--- src/rtl/id_pkg.sv ---
// Shared decode constants for the ID stage: opcode/funct encodings, aluop and
// alusel codes, the decode-FSM state type and the SPECIAL-funct aluop map.
package id_pkg;

  localparam logic [5:0] EXE_SPECIAL = 6'b000000;
  localparam logic [5:0] EXE_ANDI    = 6'b001100;
  localparam logic [5:0] EXE_ORI     = 6'b001101;
  localparam logic [5:0] EXE_XORI    = 6'b001110;
  localparam logic [5:0] EXE_LUI     = 6'b001111;
  localparam logic [5:0] EXE_ADDIU   = 6'b001001;
  localparam logic [5:0] EXE_PREF    = 6'b110011;

  localparam logic [5:0] EXE_AND  = 6'b100100;
  localparam logic [5:0] EXE_OR   = 6'b100101;
  localparam logic [5:0] EXE_XOR  = 6'b100110;
  localparam logic [5:0] EXE_NOR  = 6'b100111;
  localparam logic [5:0] EXE_SLL  = 6'b000000;
  localparam logic [5:0] EXE_SRL  = 6'b000010;
  localparam logic [5:0] EXE_SRA  = 6'b000011;
  localparam logic [5:0] EXE_SLLV = 6'b000100;
  localparam logic [5:0] EXE_SRLV = 6'b000110;
  localparam logic [5:0] EXE_SRAV = 6'b000111;
  localparam logic [5:0] EXE_SYNC = 6'b001111;

  localparam logic [7:0] NOP_OP  = 8'b00000000;
  localparam logic [7:0] AND_OP  = 8'b00100100;
  localparam logic [7:0] OR_OP   = 8'b00100101;
  localparam logic [7:0] XOR_OP  = 8'b00100110;
  localparam logic [7:0] NOR_OP  = 8'b00100111;
  localparam logic [7:0] SLL_OP  = 8'b01111100;
  localparam logic [7:0] SRL_OP  = 8'b00000010;
  localparam logic [7:0] SRA_OP  = 8'b00000011;
  localparam logic [7:0] SLLV_OP = 8'b00000100;
  localparam logic [7:0] SRLV_OP = 8'b00000110;
  localparam logic [7:0] SRAV_OP = 8'b00000111;
  localparam logic [7:0] ADDU_OP = 8'b00100001;

  localparam logic [2:0] RES_NOP   = 3'b000;
  localparam logic [2:0] RES_LOGIC = 3'b001;
  localparam logic [2:0] RES_SHIFT = 3'b010;
  localparam logic [2:0] RES_ARITH = 3'b100;

  typedef logic [0:0] id_state_t;
  localparam id_state_t RUN      = 1'b0;
  localparam id_state_t LU_STALL = 1'b1;

  function automatic logic [7:0] special_aluop(input logic [5:0] funct);
    case (funct)
      EXE_AND:  return AND_OP;
      EXE_OR:   return OR_OP;
      EXE_XOR:  return XOR_OP;
      EXE_NOR:  return NOR_OP;
      EXE_SLL:  return SLL_OP;
      EXE_SRL:  return SRL_OP;
      EXE_SRA:  return SRA_OP;
      EXE_SLLV: return SLLV_OP;
      EXE_SRLV: return SRLV_OP;
      EXE_SRAV: return SRAV_OP;
      default:  return NOP_OP;
    endcase
  endfunction

endpackage

--- src/rtl/id_fwd_mux.sv ---
// Per-port operand select: $0 forces zero, then EX forward, MEM forward,
// regfile data, and the decoded immediate when the port does not read.
module id_fwd_mux #(
  parameter int DATA_W     = 32,
  parameter int REG_ADDR_W = 5
) (
  input  logic                  rd_en,
  input  logic [REG_ADDR_W-1:0] rd_addr,
  input  logic [DATA_W-1:0]     rf_data,
  input  logic [DATA_W-1:0]     imm,
  input  logic                  ex_wreg,
  input  logic [REG_ADDR_W-1:0] ex_wd,
  input  logic [DATA_W-1:0]     ex_wdata,
  input  logic                  mem_wreg,
  input  logic [REG_ADDR_W-1:0] mem_wd,
  input  logic [DATA_W-1:0]     mem_wdata,
  output logic [DATA_W-1:0]     operand
);

  always_comb begin
    // NOTE: assign a default before any branch so no path leaves operand unassigned (no latch).
    operand = imm;
    if (rd_en) begin
      if (rd_addr == '0)
        operand = '0;
      else if (ex_wreg && (ex_wd == rd_addr))
        operand = ex_wdata;
      else if (mem_wreg && (mem_wd == rd_addr))
        operand = mem_wdata;
      else
        operand = rf_data;
    end
  end

endmodule

--- src/rtl/id_stage_pipe.sv ---
// Decode stage with EX/MEM forwarding, load-use interlock and the ID/EX register.
// Optional: define ID_INVALID_TRAP_EN to add ex_excp_invalid_o for unrecognised opcodes.
module id_stage_pipe
  import id_pkg::*;
#(
  parameter int DATA_W     = 32,
  parameter int REG_ADDR_W = 5,
  parameter int ALUOP_W    = 8,
  parameter int ALUSEL_W   = 3,
  parameter int CNT_W      = 16
) (
  input  logic                  clk,
  input  logic                  rst,
  input  logic [31:0]           pc_i,
  input  logic [31:0]           inst_i,
  input  logic                  inst_valid_i,
  input  logic                  stall_i,
  input  logic                  flush_i,
  input  logic [DATA_W-1:0]     reg1_data_i,
  input  logic [DATA_W-1:0]     reg2_data_i,
  input  logic                  ex_wreg_i,
  input  logic [REG_ADDR_W-1:0] ex_wd_i,
  input  logic [DATA_W-1:0]     ex_wdata_i,
  input  logic                  ex_is_load_i,
  input  logic                  mem_wreg_i,
  input  logic [REG_ADDR_W-1:0] mem_wd_i,
  input  logic [DATA_W-1:0]     mem_wdata_i,
  output logic                  reg1_read_o,
  output logic                  reg2_read_o,
  output logic [REG_ADDR_W-1:0] reg1_addr_o,
  output logic [REG_ADDR_W-1:0] reg2_addr_o,
  output logic                  stallreq_o,
  output logic [ALUOP_W-1:0]    ex_aluop_o,
  output logic [ALUSEL_W-1:0]   ex_alusel_o,
  output logic [DATA_W-1:0]     ex_reg1_o,
  output logic [DATA_W-1:0]     ex_reg2_o,
  output logic [REG_ADDR_W-1:0] ex_wd_o,
  output logic                  ex_wreg_o,
  output logic                  ex_valid_o,
  output logic [31:0]           ex_pc_o,
  output logic [CNT_W-1:0]      stall_cnt_o
`ifdef ID_INVALID_TRAP_EN
  ,
  output logic                  ex_excp_invalid_o
`endif
);

  logic [5:0]  op, funct;
  logic [4:0]  rs, rt, rd, sa;
  logic [15:0] imm16;

  assign op    = inst_i[31:26];
  assign rs    = inst_i[25:21];
  assign rt    = inst_i[20:16];
  assign rd    = inst_i[15:11];
  assign sa    = inst_i[10:6];
  assign funct = inst_i[5:0];
  assign imm16 = inst_i[15:0];

  logic                  dec_rd1, dec_rd2, dec_wreg, dec_known;
  logic [REG_ADDR_W-1:0] dec_a1, dec_a2, dec_wd;
  logic [DATA_W-1:0]     dec_imm;
  logic [ALUOP_W-1:0]    dec_aluop;
  logic [ALUSEL_W-1:0]   dec_alusel;

  always_comb begin
    dec_rd1    = 1'b0;
    dec_rd2    = 1'b0;
    dec_a1     = REG_ADDR_W'(rs);
    dec_a2     = REG_ADDR_W'(rt);
    dec_wd     = '0;
    dec_wreg   = 1'b0;
    dec_known  = 1'b0;
    dec_imm    = '0;
    dec_aluop  = ALUOP_W'(NOP_OP);
    dec_alusel = ALUSEL_W'(RES_NOP);
    case (op)
      EXE_SPECIAL: begin
        case (funct)
          EXE_OR, EXE_AND, EXE_XOR, EXE_NOR, EXE_SLLV, EXE_SRLV, EXE_SRAV: begin
            dec_rd1    = 1'b1;
            dec_rd2    = 1'b1;
            dec_wd     = REG_ADDR_W'(rd);
            dec_wreg   = 1'b1;
            dec_known  = 1'b1;
            dec_aluop  = ALUOP_W'(special_aluop(funct));
            dec_alusel = (funct[5] ? ALUSEL_W'(RES_LOGIC) : ALUSEL_W'(RES_SHIFT));
          end
          // Shift-by-sa: operand 1 carries the shift amount instead of rs.
          EXE_SLL, EXE_SRL, EXE_SRA: begin
            dec_rd2    = 1'b1;
            dec_imm    = DATA_W'(sa);
            dec_wd     = REG_ADDR_W'(rd);
            dec_wreg   = 1'b1;
            dec_known  = 1'b1;
            dec_aluop  = ALUOP_W'(special_aluop(funct));
            dec_alusel = ALUSEL_W'(RES_SHIFT);
          end
          EXE_SYNC: dec_known = 1'b1;
          default: ;
        endcase
      end
      EXE_ORI, EXE_ANDI, EXE_XORI: begin
        dec_rd1    = 1'b1;
        dec_imm    = DATA_W'(imm16);
        dec_wd     = REG_ADDR_W'(rt);
        dec_wreg   = 1'b1;
        dec_known  = 1'b1;
        dec_alusel = ALUSEL_W'(RES_LOGIC);
        dec_aluop  = (op == EXE_ORI)  ? ALUOP_W'(OR_OP)  :
                     (op == EXE_ANDI) ? ALUOP_W'(AND_OP) : ALUOP_W'(XOR_OP);
      end
      EXE_LUI: begin
        dec_rd1    = 1'b1;
        dec_imm    = DATA_W'({imm16, 16'h0000});
        dec_wd     = REG_ADDR_W'(rt);
        dec_wreg   = 1'b1;
        dec_known  = 1'b1;
        dec_aluop  = ALUOP_W'(OR_OP);
        dec_alusel = ALUSEL_W'(RES_LOGIC);
      end
      EXE_ADDIU: begin
        dec_rd1    = 1'b1;
        dec_imm    = DATA_W'($signed(imm16));
        dec_wd     = REG_ADDR_W'(rt);
        dec_wreg   = 1'b1;
        dec_known  = 1'b1;
        dec_aluop  = ALUOP_W'(ADDU_OP);
        dec_alusel = ALUSEL_W'(RES_ARITH);
      end
      EXE_PREF: dec_known = 1'b1;
      default: ;
    endcase
  end

  logic [DATA_W-1:0] op1, op2;

  id_fwd_mux #(.DATA_W(DATA_W), .REG_ADDR_W(REG_ADDR_W)) u_fwd1 (
    .rd_en(dec_rd1), .rd_addr(dec_a1), .rf_data(reg1_data_i), .imm(dec_imm),
    .ex_wreg(ex_wreg_i), .ex_wd(ex_wd_i), .ex_wdata(ex_wdata_i),
    .mem_wreg(mem_wreg_i), .mem_wd(mem_wd_i), .mem_wdata(mem_wdata_i),
    .operand(op1)
  );

  id_fwd_mux #(.DATA_W(DATA_W), .REG_ADDR_W(REG_ADDR_W)) u_fwd2 (
    .rd_en(dec_rd2), .rd_addr(dec_a2), .rf_data(reg2_data_i), .imm(dec_imm),
    .ex_wreg(ex_wreg_i), .ex_wd(ex_wd_i), .ex_wdata(ex_wdata_i),
    .mem_wreg(mem_wreg_i), .mem_wd(mem_wd_i), .mem_wdata(mem_wdata_i),
    .operand(op2)
  );

  id_state_t state_q;
  logic      hazard, lu_hit, take_bubble, lu_enter;

  assign hazard = ex_is_load_i && ex_wreg_i && (ex_wd_i != '0) &&
                  ((dec_rd1 && (dec_a1 == ex_wd_i)) || (dec_rd2 && (dec_a2 == ex_wd_i)));
  // Only the first decode of a load-use pair stalls; the retry forwards from MEM.
  assign lu_hit      = (state_q == RUN) && hazard;
  assign lu_enter    = lu_hit && !flush_i;
  assign take_bubble = flush_i || lu_hit;

  assign reg1_read_o = rst && dec_rd1;
  assign reg2_read_o = rst && dec_rd2;
  assign reg1_addr_o = rst ? dec_a1 : '0;
  assign reg2_addr_o = rst ? dec_a2 : '0;
  assign stallreq_o  = rst && lu_hit && (stall_i || !flush_i);

  always_ff @(posedge clk or negedge rst) begin
    // NOTE: sequential state uses non-blocking assignments so every flop samples pre-edge values.
    if (!rst) begin
      ex_aluop_o        <= ALUOP_W'(NOP_OP);
      ex_alusel_o       <= ALUSEL_W'(RES_NOP);
      ex_reg1_o         <= '0;
      ex_reg2_o         <= '0;
      ex_wd_o           <= '0;
      ex_wreg_o         <= 1'b0;
      ex_valid_o        <= 1'b0;
      ex_pc_o           <= '0;
`ifdef ID_INVALID_TRAP_EN
      ex_excp_invalid_o <= 1'b0;
`endif
      state_q           <= RUN;
      stall_cnt_o       <= '0;
    end else if (!stall_i) begin
      if (take_bubble) begin
        ex_aluop_o        <= ALUOP_W'(NOP_OP);
        ex_alusel_o       <= ALUSEL_W'(RES_NOP);
        ex_reg1_o         <= '0;
        ex_reg2_o         <= '0;
        ex_wd_o           <= '0;
        ex_wreg_o         <= 1'b0;
        ex_valid_o        <= 1'b0;
        ex_pc_o           <= '0;
`ifdef ID_INVALID_TRAP_EN
        ex_excp_invalid_o <= 1'b0;
`endif
      end else begin
        ex_aluop_o        <= dec_aluop;
        ex_alusel_o       <= dec_alusel;
        ex_reg1_o         <= op1;
        ex_reg2_o         <= op2;
        ex_wd_o           <= dec_wd;
        ex_wreg_o         <= dec_wreg && dec_known && inst_valid_i;
        ex_valid_o        <= inst_valid_i;
        ex_pc_o           <= pc_i;
`ifdef ID_INVALID_TRAP_EN
        ex_excp_invalid_o <= inst_valid_i && !dec_known;
`endif
      end
      state_q <= lu_enter ? LU_STALL : RUN;
      if (lu_enter && (stall_cnt_o != '1))
        stall_cnt_o <= stall_cnt_o + CNT_W'(1);
    end
  end

endmodule

--- config.mk ---
export PLATFORM = sky130hd
export DESIGN_NAME = id_stage_pipe
export DESIGN_NICKNAME = d
export VERILOG_FILES = /design/src/rtl/id_pkg.sv /design/src/rtl/id_fwd_mux.sv /design/src/rtl/id_stage_pipe.sv
export SDC_FILE = /design/constraint.sdc
export NUM_CORES = 1
export LEC_CHECK = 0
export CELL_PAD_IN_SITES_DETAIL_PLACEMENT = 1
export CELL_PAD_IN_SITES_GLOBAL_PLACEMENT = 1
export CORE_MARGIN = 8
export CORE_UTILIZATION = 32
export DETAILED_ROUTE_END_ITERATION = 7
export PLACE_DENSITY = 0.87
export SLEW_MARGIN = 20
export SYNTH_ARGS = -nofsm -noshare
export SYNTH_HDL_FRONTEND = slang
export SYNTH_SLANG_ARGS = --single-unit
export TNS_END_PERCENT = 30
--- constraint.sdc ---
create_clock -name clk -period 4.2 [get_ports clk]
set_input_delay 0.63 -clock clk [delete_from_list [all_inputs] [get_ports clk]]
set_output_delay 0.63 -clock clk [all_outputs]
set_load 0.02 [all_outputs]
Word-level counts from Yosys, hierarchy flattened
Index checks and enable logic that the tools add are counted.
{"block": "word_totals", "ff_bits": 131, "input_bits": 210, "out_inout_bits": 143, "elab_cells": 110}
{"block": "op_classes", "add_sub_neg": 1, "eq_ne": 23, "n_mux": 38, "n_bitwise": 2, "n_reduce_logical": 36}
{"operator": "32-bit 2-to-1 mux", "count": 11}
{"operator": "32-bit one-hot mux with 4 select lines", "count": 1}
{"operator": "7-bit one-hot mux with 10 select lines", "count": 1}
{"operator": "6-bit by 4-bit equality test with 1-bit output (second input constant)", "count": 6}
{"operator": "5-bit equality test", "count": 6}
{"operator": "6-bit equality test (second input constant)", "count": 5}
{"operator": "7-bit one-hot mux with 4 select lines", "count": 1}
{"operator": "5-bit 2-to-1 mux", "count": 5}
{"operator": "6-bit by 3-bit equality test with 1-bit output (second input constant)", "count": 3}
{"operator": "1-bit logical AND", "count": 18}
{"operator": "16-bit by 1-bit adder with 16-bit output (second input constant)", "count": 1}
{"operator": "16-bit != test (second input constant)", "count": 1}
{"operator": "6-bit by 2-bit equality test with 1-bit output (second input constant)", "count": 2}
{"operator": "6-bit logical NOT", "count": 2}
{"operator": "11-bit OR reduction", "count": 1}
{"operator": "5-bit logical NOT", "count": 2}
{"operator": "5-bit one-hot mux with 2 select lines", "count": 1}
{"operator": "10-bit OR reduction", "count": 1}
{"operator": "3-bit one-hot mux with 3 select lines", "count": 1}
{"operator": "8-bit 2-to-1 mux", "count": 1}
{"operator": "1-bit 2-to-1 mux", "count": 7}
{"operator": "7-bit 2-to-1 mux", "count": 1}
{"operator": "7-bit OR reduction", "count": 1}
{"operator": "2-bit 2-to-1 mux", "count": 3}
{"operator": "12 further kinds", "count": 18}

Depth between registers and ports, before layout
{"block": "depth", "depth_word": 11, "mapped_depth": 8}

By module
A second synthesis with hierarchy kept.
{"block": "hier_totals", "cells_unflattened": 788, "hier_area_um2": 7770.0}
{"module": "id_stage_pipe", "instances": 1, "cells_each": 470, "area_each_um2": 5530.3, "seq_area_each_um2": 3203.1}
{"module": "id_fwd_mux", "instances": 2, "cells_each": 159, "area_each_um2": 1119.8, "seq_area_each_um2": 0.0}

Worst setup path after synthesis
OpenSTA, ideal clock, no wires.
{"block": "synth_timing", "path_type": "input-to-output", "from": "input inst_i[4]", "to": "output reg2_read_o", "t_arrival_ns": 1.858, "required_time_ns": 3.570, "setup_slack_ns": 1.712, "path_stages": 5, "n_path_buf": 1, "path_cell_list": "nor2_1 > a21boi_0 > and3_4 > clkbuf_1 > and2_1"}
{"block": "synth_via", "elab_chain_cells": 5}
{"item": "start, declared", "line": "id_stage_pipe.sv:15", "source": "input logic [31:0] inst_i,"}
{"item": "6-bit by 2-bit equality test with 1-bit output (tied with other cells)", "line": "id_stage_pipe.sv:79", "source": "case (funct)"}
{"item": "10-bit OR reduction (no source line) *"}
{"item": "1-bit 2-to-1 mux *", "line": "id_stage_pipe.sv:79"}
{"item": "1-bit 2-to-1 mux *", "line": "id_stage_pipe.sv:77", "source": "case (op)"}
{"item": "1-bit logical AND *", "line": "id_stage_pipe.sv:163", "source": "assign reg2_read_o = rst && dec_rd2;"}
{"item": "end, declared", "line": "id_stage_pipe.sv:29", "source": "output logic reg2_read_o,"}
Every way passes the cells marked *; elsewhere a longest branch is shown, timed or not.

Worst setup path in the final report
{"block": "layout_timing", "from": "input inst_i[4]", "to": "output stallreq_o"}
{"block": "layout_via", "elab_chain_cells": 10}
{"item": "6-bit by 3-bit equality test with 1-bit output (tied with other cells)", "line": "id_stage_pipe.sv:79"}
{"item": "7-bit OR reduction or 10-bit OR reduction (tied branches)"}
{"item": "1-bit 2-to-1 mux", "line": "id_stage_pipe.sv:79"}
{"item": "1-bit one-hot mux with 2 select lines or 1-bit 2-to-1 mux (tied branches)", "line": "id_stage_pipe.sv:77"}
{"item": "1-bit logical AND", "line": "id_stage_pipe.sv:156", "source": "((dec_rd1 && (dec_a1 == ex_wd_i)) || (dec_rd2 && (dec_a2 == ex_wd_i)));"}
{"item": "1-bit logical OR *", "line": "id_stage_pipe.sv:156"}
{"item": "1-bit logical AND *", "line": "id_stage_pipe.sv:155", "source": "assign hazard = ex_is_load_i && ex_wreg_i && (ex_wd_i != '0) &&"}
{"item": "1-bit logical AND *", "line": "id_stage_pipe.sv:158", "source": "assign lu_hit = (state_q == RUN) && hazard;"}
{"item": "1-bit logical AND * (2 in a row)", "line": "id_stage_pipe.sv:166", "source": "assign stallreq_o = rst && lu_hit && (stall_i || !flush_i);"}
{"item": "end, declared", "line": "id_stage_pipe.sv:32", "source": "output logic stallreq_o,"}
Marks and branches as above.

==> flow_metrics.py <==
metrics = {
    "floorplanning": {
        "dieHeight_um": 166,
        "rows": 55,
        "dieArea_um2": 27600,
        "ioPinCount": 353,
        "core_area_um2": 22400,
        "initial_core_util_pct": 32.2,
        "die_w_um": 166,
    },
    "critical_path": {
        "critical_path_class": "in -> out",
        "r2r-start": "stall_cnt_o[0]$_DFFE_PN0P_",
        "worstReg2RegEnd": "stall_cnt_o[1]$_DFFE_PN0P_",
        "worst_ep_required_time_ps": 3570,
        "cp_max_fo": 5,
        "startpoint_type": "primary input",
        "cp-end-kind": "primary output",
        "arrival_ps": 3000,
        "rrSetupSlack_ps": 1610,
        "rr_worst_depth": 7,
    },
    "routing": {
        "drc": 0,
        "ant_nets": 0,
        "viasPerCell": 5.60,
        "vias": 7714,
        "dr.pass1.iters": 5,
        "wl_mm": 35.1,
        "drtIter0Drc": 381,
        "wire_per_inst_um": 25.5,
    },
    "timing": {
        "finClkSkew_ps": 12.2,
        "timing.final.crit_share_pct": 86.3,
        "tns_ps": 0,
        "maxSlewViolCount": 0,
        "max_freq_ghz": 0.276,
        "grt_setup_unrepaired": "false",
        "slew_headroom_pct": 31.8,
        "setup_viol_count_final": 0,
        "tightest_slew_ps": 1020,
        "finalHoldViolCount": 0,
        "final.min_clock_period_ps": 3630,
    },
    "yosys": {
        "synth-seq-cells": 128,
        "synth_area_leader_cell": "dfrtp_1",
        "postSynthAreaPerCell_um2": 9.60,
        "synth_ff_type": "dfrtp_1",
        "seq_area_frac_synth_pct": 44.3,
        "mappedNetlistArea_um2": 7230,
        "yosys_warnings": 0,
        "syn_nets": 964,
        "synth_edf_count": 0,
        "syn-instance-count": 753,
        "netlist.area_leader.share_pct": 44.3,
        "synth_area_leaders": "dfrtp_1, a22o_1, mux2i_1, nor2_1, xor2_1",
        "synth_cell_types": 51,
        "async_reset_ff_share_pct": 100,
    },
    "layout": {
        "drive_above_1_share_pct": 6.50,
        "multi_input_area_um2": 3730,
        "seqCellArea_um2": 3200,
        "fillers": 2523,
        "num_antenna_cells": 0,
        "area_delta_synth_final_pct": 60.5,
        "final_util_pct": 51.7,
        "fin_cells": 1377,
        "final_nets": 1290,
    },
    "clock_network": {
        "ctsRootBufferMaster": "clkbuf_16",
        "cts.repair.resized": 0,
        "clock-sinks": 128,
        "cts_buffers": 17,
        "insertion_delay_ps": 420,
        "post_cts_buffers": 0,
        "clockBufferDepth": 2,
        "clk_pin_slew_ps": 60,
        "cts-hold-fix-buffers": 0,
        "cts_tree": "yes",
        "cts.htree.levels": 4,
    },
    "global_route": {
        "antenna_found_initial": 0,
        "grt_max_degree": 70,
        "grt_use_total_pct": 25.1,
        "grt_pass1_vias": 8479,
        "grt_pass1_wl_mm": 53.4,
        "grt_overflow": 0,
    },
    "power": {
        "switching_share_pct": 27.4,
        "power_switching_mw": 0.944,
        "power.leakage_nw": 4.93,
        "combPwrFrac_pct": 18.1,
        "power_density_nw_per_um2": 297,
        "ir_drop_mv": 0.216,
        "power_frac_seq_pct": 37.5,
        "p_clk_share_pct": 44.4,
        "intPower_mw": 2.50,
        "power_mw": 3.44,
    },
    "run": {
        "maxCapViolCount": 0,
    },
    "place": {
        "dp_cells": 1345,
        "finalWeightedCongestion": 0.808,
        "numPortBuffers": 351,
        "hpwlAfterDp_mm": 26.6,
    },
    "status": {
        "outcome": "complete, no violations",
    },
    "hold_path": {
        "hold_path.class": "in -> async",
    },
}
## cells in the final DEF (no fill, tap or decap), drive strengths merged, types with 2 or more instances in the layout
| cell | count |
|---|---|
| clkinv | 2 |
| dfrtp | 128 |
| o31ai | 31 |
| a21boi | 7 |
| nor2 | 80 |
| nand3 | 10 |
| mux2i | 32 |
| and3 | 43 |
| a22o | 91 |
| a32o | 2 |
| xor2 | 31 |
| nor3 | 13 |
| clkbuf | 19 |
| bufinv | 2 |
| o21ai | 20 |
| xnor2 | 4 |
| o31a | 2 |
| inv | 11 |
| nor3b | 2 |
| clkinvlp | 4 |
| nor4 | 5 |
| buf | 24 |
| nand2 | 46 |
| nand4 | 5 |
| a21oi | 48 |
| a22oi | 11 |
| a211oi | 34 |
| or4 | 3 |
| clkdlybuf4s50 | 349 |
| and2 | 14 |
| a211o | 5 |
| nor2b | 2 |
## flip-flops by register name, indices dropped and copies added (netlist names)
signal	cells
ex_alusel_o	3
ex_pc_o	32
ex_reg2_o	32
ex_wd_o	5
ex_aluop_o	5
ex_wreg_o	1
stall_cnt_o	16
state_q	1
ex_reg1_o	32
ex_valid_o	1
## routing by layer
metal | vias up | track usage (%) | wire [um]
met5 | - | 0 | 0
met4 | 0 | 7.13 | 740
met3 | 41 | 7.39 | 2520
met2 | 357 | 43.6 | 17500
met1 | 3867 | 29.6 | 14400
li1 | 3449 | - | -
## worst max-delay path, stage by stage
cell             delay, ps
clkdlybuf4s50_1        460
nor2_1                 370
a21boi_0               300
and3_4                 240
a22o_4                 180
o2111a_1               190
clkdlybuf4s50_1        630
## per-stage QoR
stage          instance area (um2)  hold slack (ps)  setup WS [ps]
6_report                     11600              106            573
3_5_place_dp                 11000              471            563
4_1_cts                      11600              101            547
3_3_place_gp                 11000              466            508
5_1_grt                      11600              104            434
2_1_floorplan                 7230              334           1710
## cell usage after synthesis, drive strengths merged (2+ instances only)
| cell | instances |
|---|---|
| clkbuf | 47 |
| nand4 | 5 |
| and3 | 43 |
| o31a | 2 |
| buf | 19 |
| inv | 6 |
| nor2 | 80 |
| o21ai | 20 |
| nor2b | 2 |
| nor3 | 13 |
| nor4 | 5 |
| a211oi | 34 |
| nor3b | 2 |
| mux2i | 32 |
| xor2 | 31 |
| xnor2 | 4 |
| a21oi | 48 |
| or4 | 3 |
| a21boi | 7 |
| o31ai | 31 |
| nand3 | 10 |
| nand2 | 46 |
| a32o | 2 |
| a22oi | 11 |
| and2 | 14 |
| a22o | 91 |
| dfrtp | 128 |
| a211o | 5 |
## how the worst max path moves through the flow
stage | startpoint | endpoint | slack, ps | depth (start not counted)
floorplan | inst_i[4] | reg2_read_o | 1710 | 5
global placement | inst_i[5] | stall_cnt_o[1]$_DFFE_PN0P_ | 510 | 7
detailed placement | inst_i[4] | reg2_read_o | 560 | 7
CTS | inst_i[4] | stallreq_o | 550 | 7
global route | inst_i[4] | stallreq_o | 430 | 7
finish | inst_i[4] | stallreq_o | 570 | 7
## power by group through the flow
stage          registers [mW]  logic, mW  clock network, mW
2_1_floorplan            1.35      0.176                  0
3_3_place_gp             1.31      0.613                  0
3_5_place_dp             1.31      0.626                  0
4_1_cts                  1.29      0.629               1.56
5_1_grt                  1.29      0.663               1.61
6_report                 1.29      0.624               1.53
## area by class of cell
| cell class | count | area share (%) |
|---|---|---|
| Clock buffer | 19 | 3.82 |
| Clock inverter | 13 | 1.33 |
| Inverter | 6 | 0.194 |
| Multi-Input combinational cell | 553 | 32.2 |
| Sequential cell | 128 | 27.6 |
| Tap cell | 285 | 3.07 |
| Timing Repair Buffer | 373 | 31.8 |
## logic make-up after synthesis
logic type | synth area share (%)
DFF | 44.3
xor gates and xnor gates | 4.24
adders and majority gates | 0.173
AOI/OAI and AO/OA | 26.9
other | 0.0519
buffers and inverters | 4.50
muxes | 4.59
and+or+nand+nor | 15.3
Power figures use the tool's default switching activity.
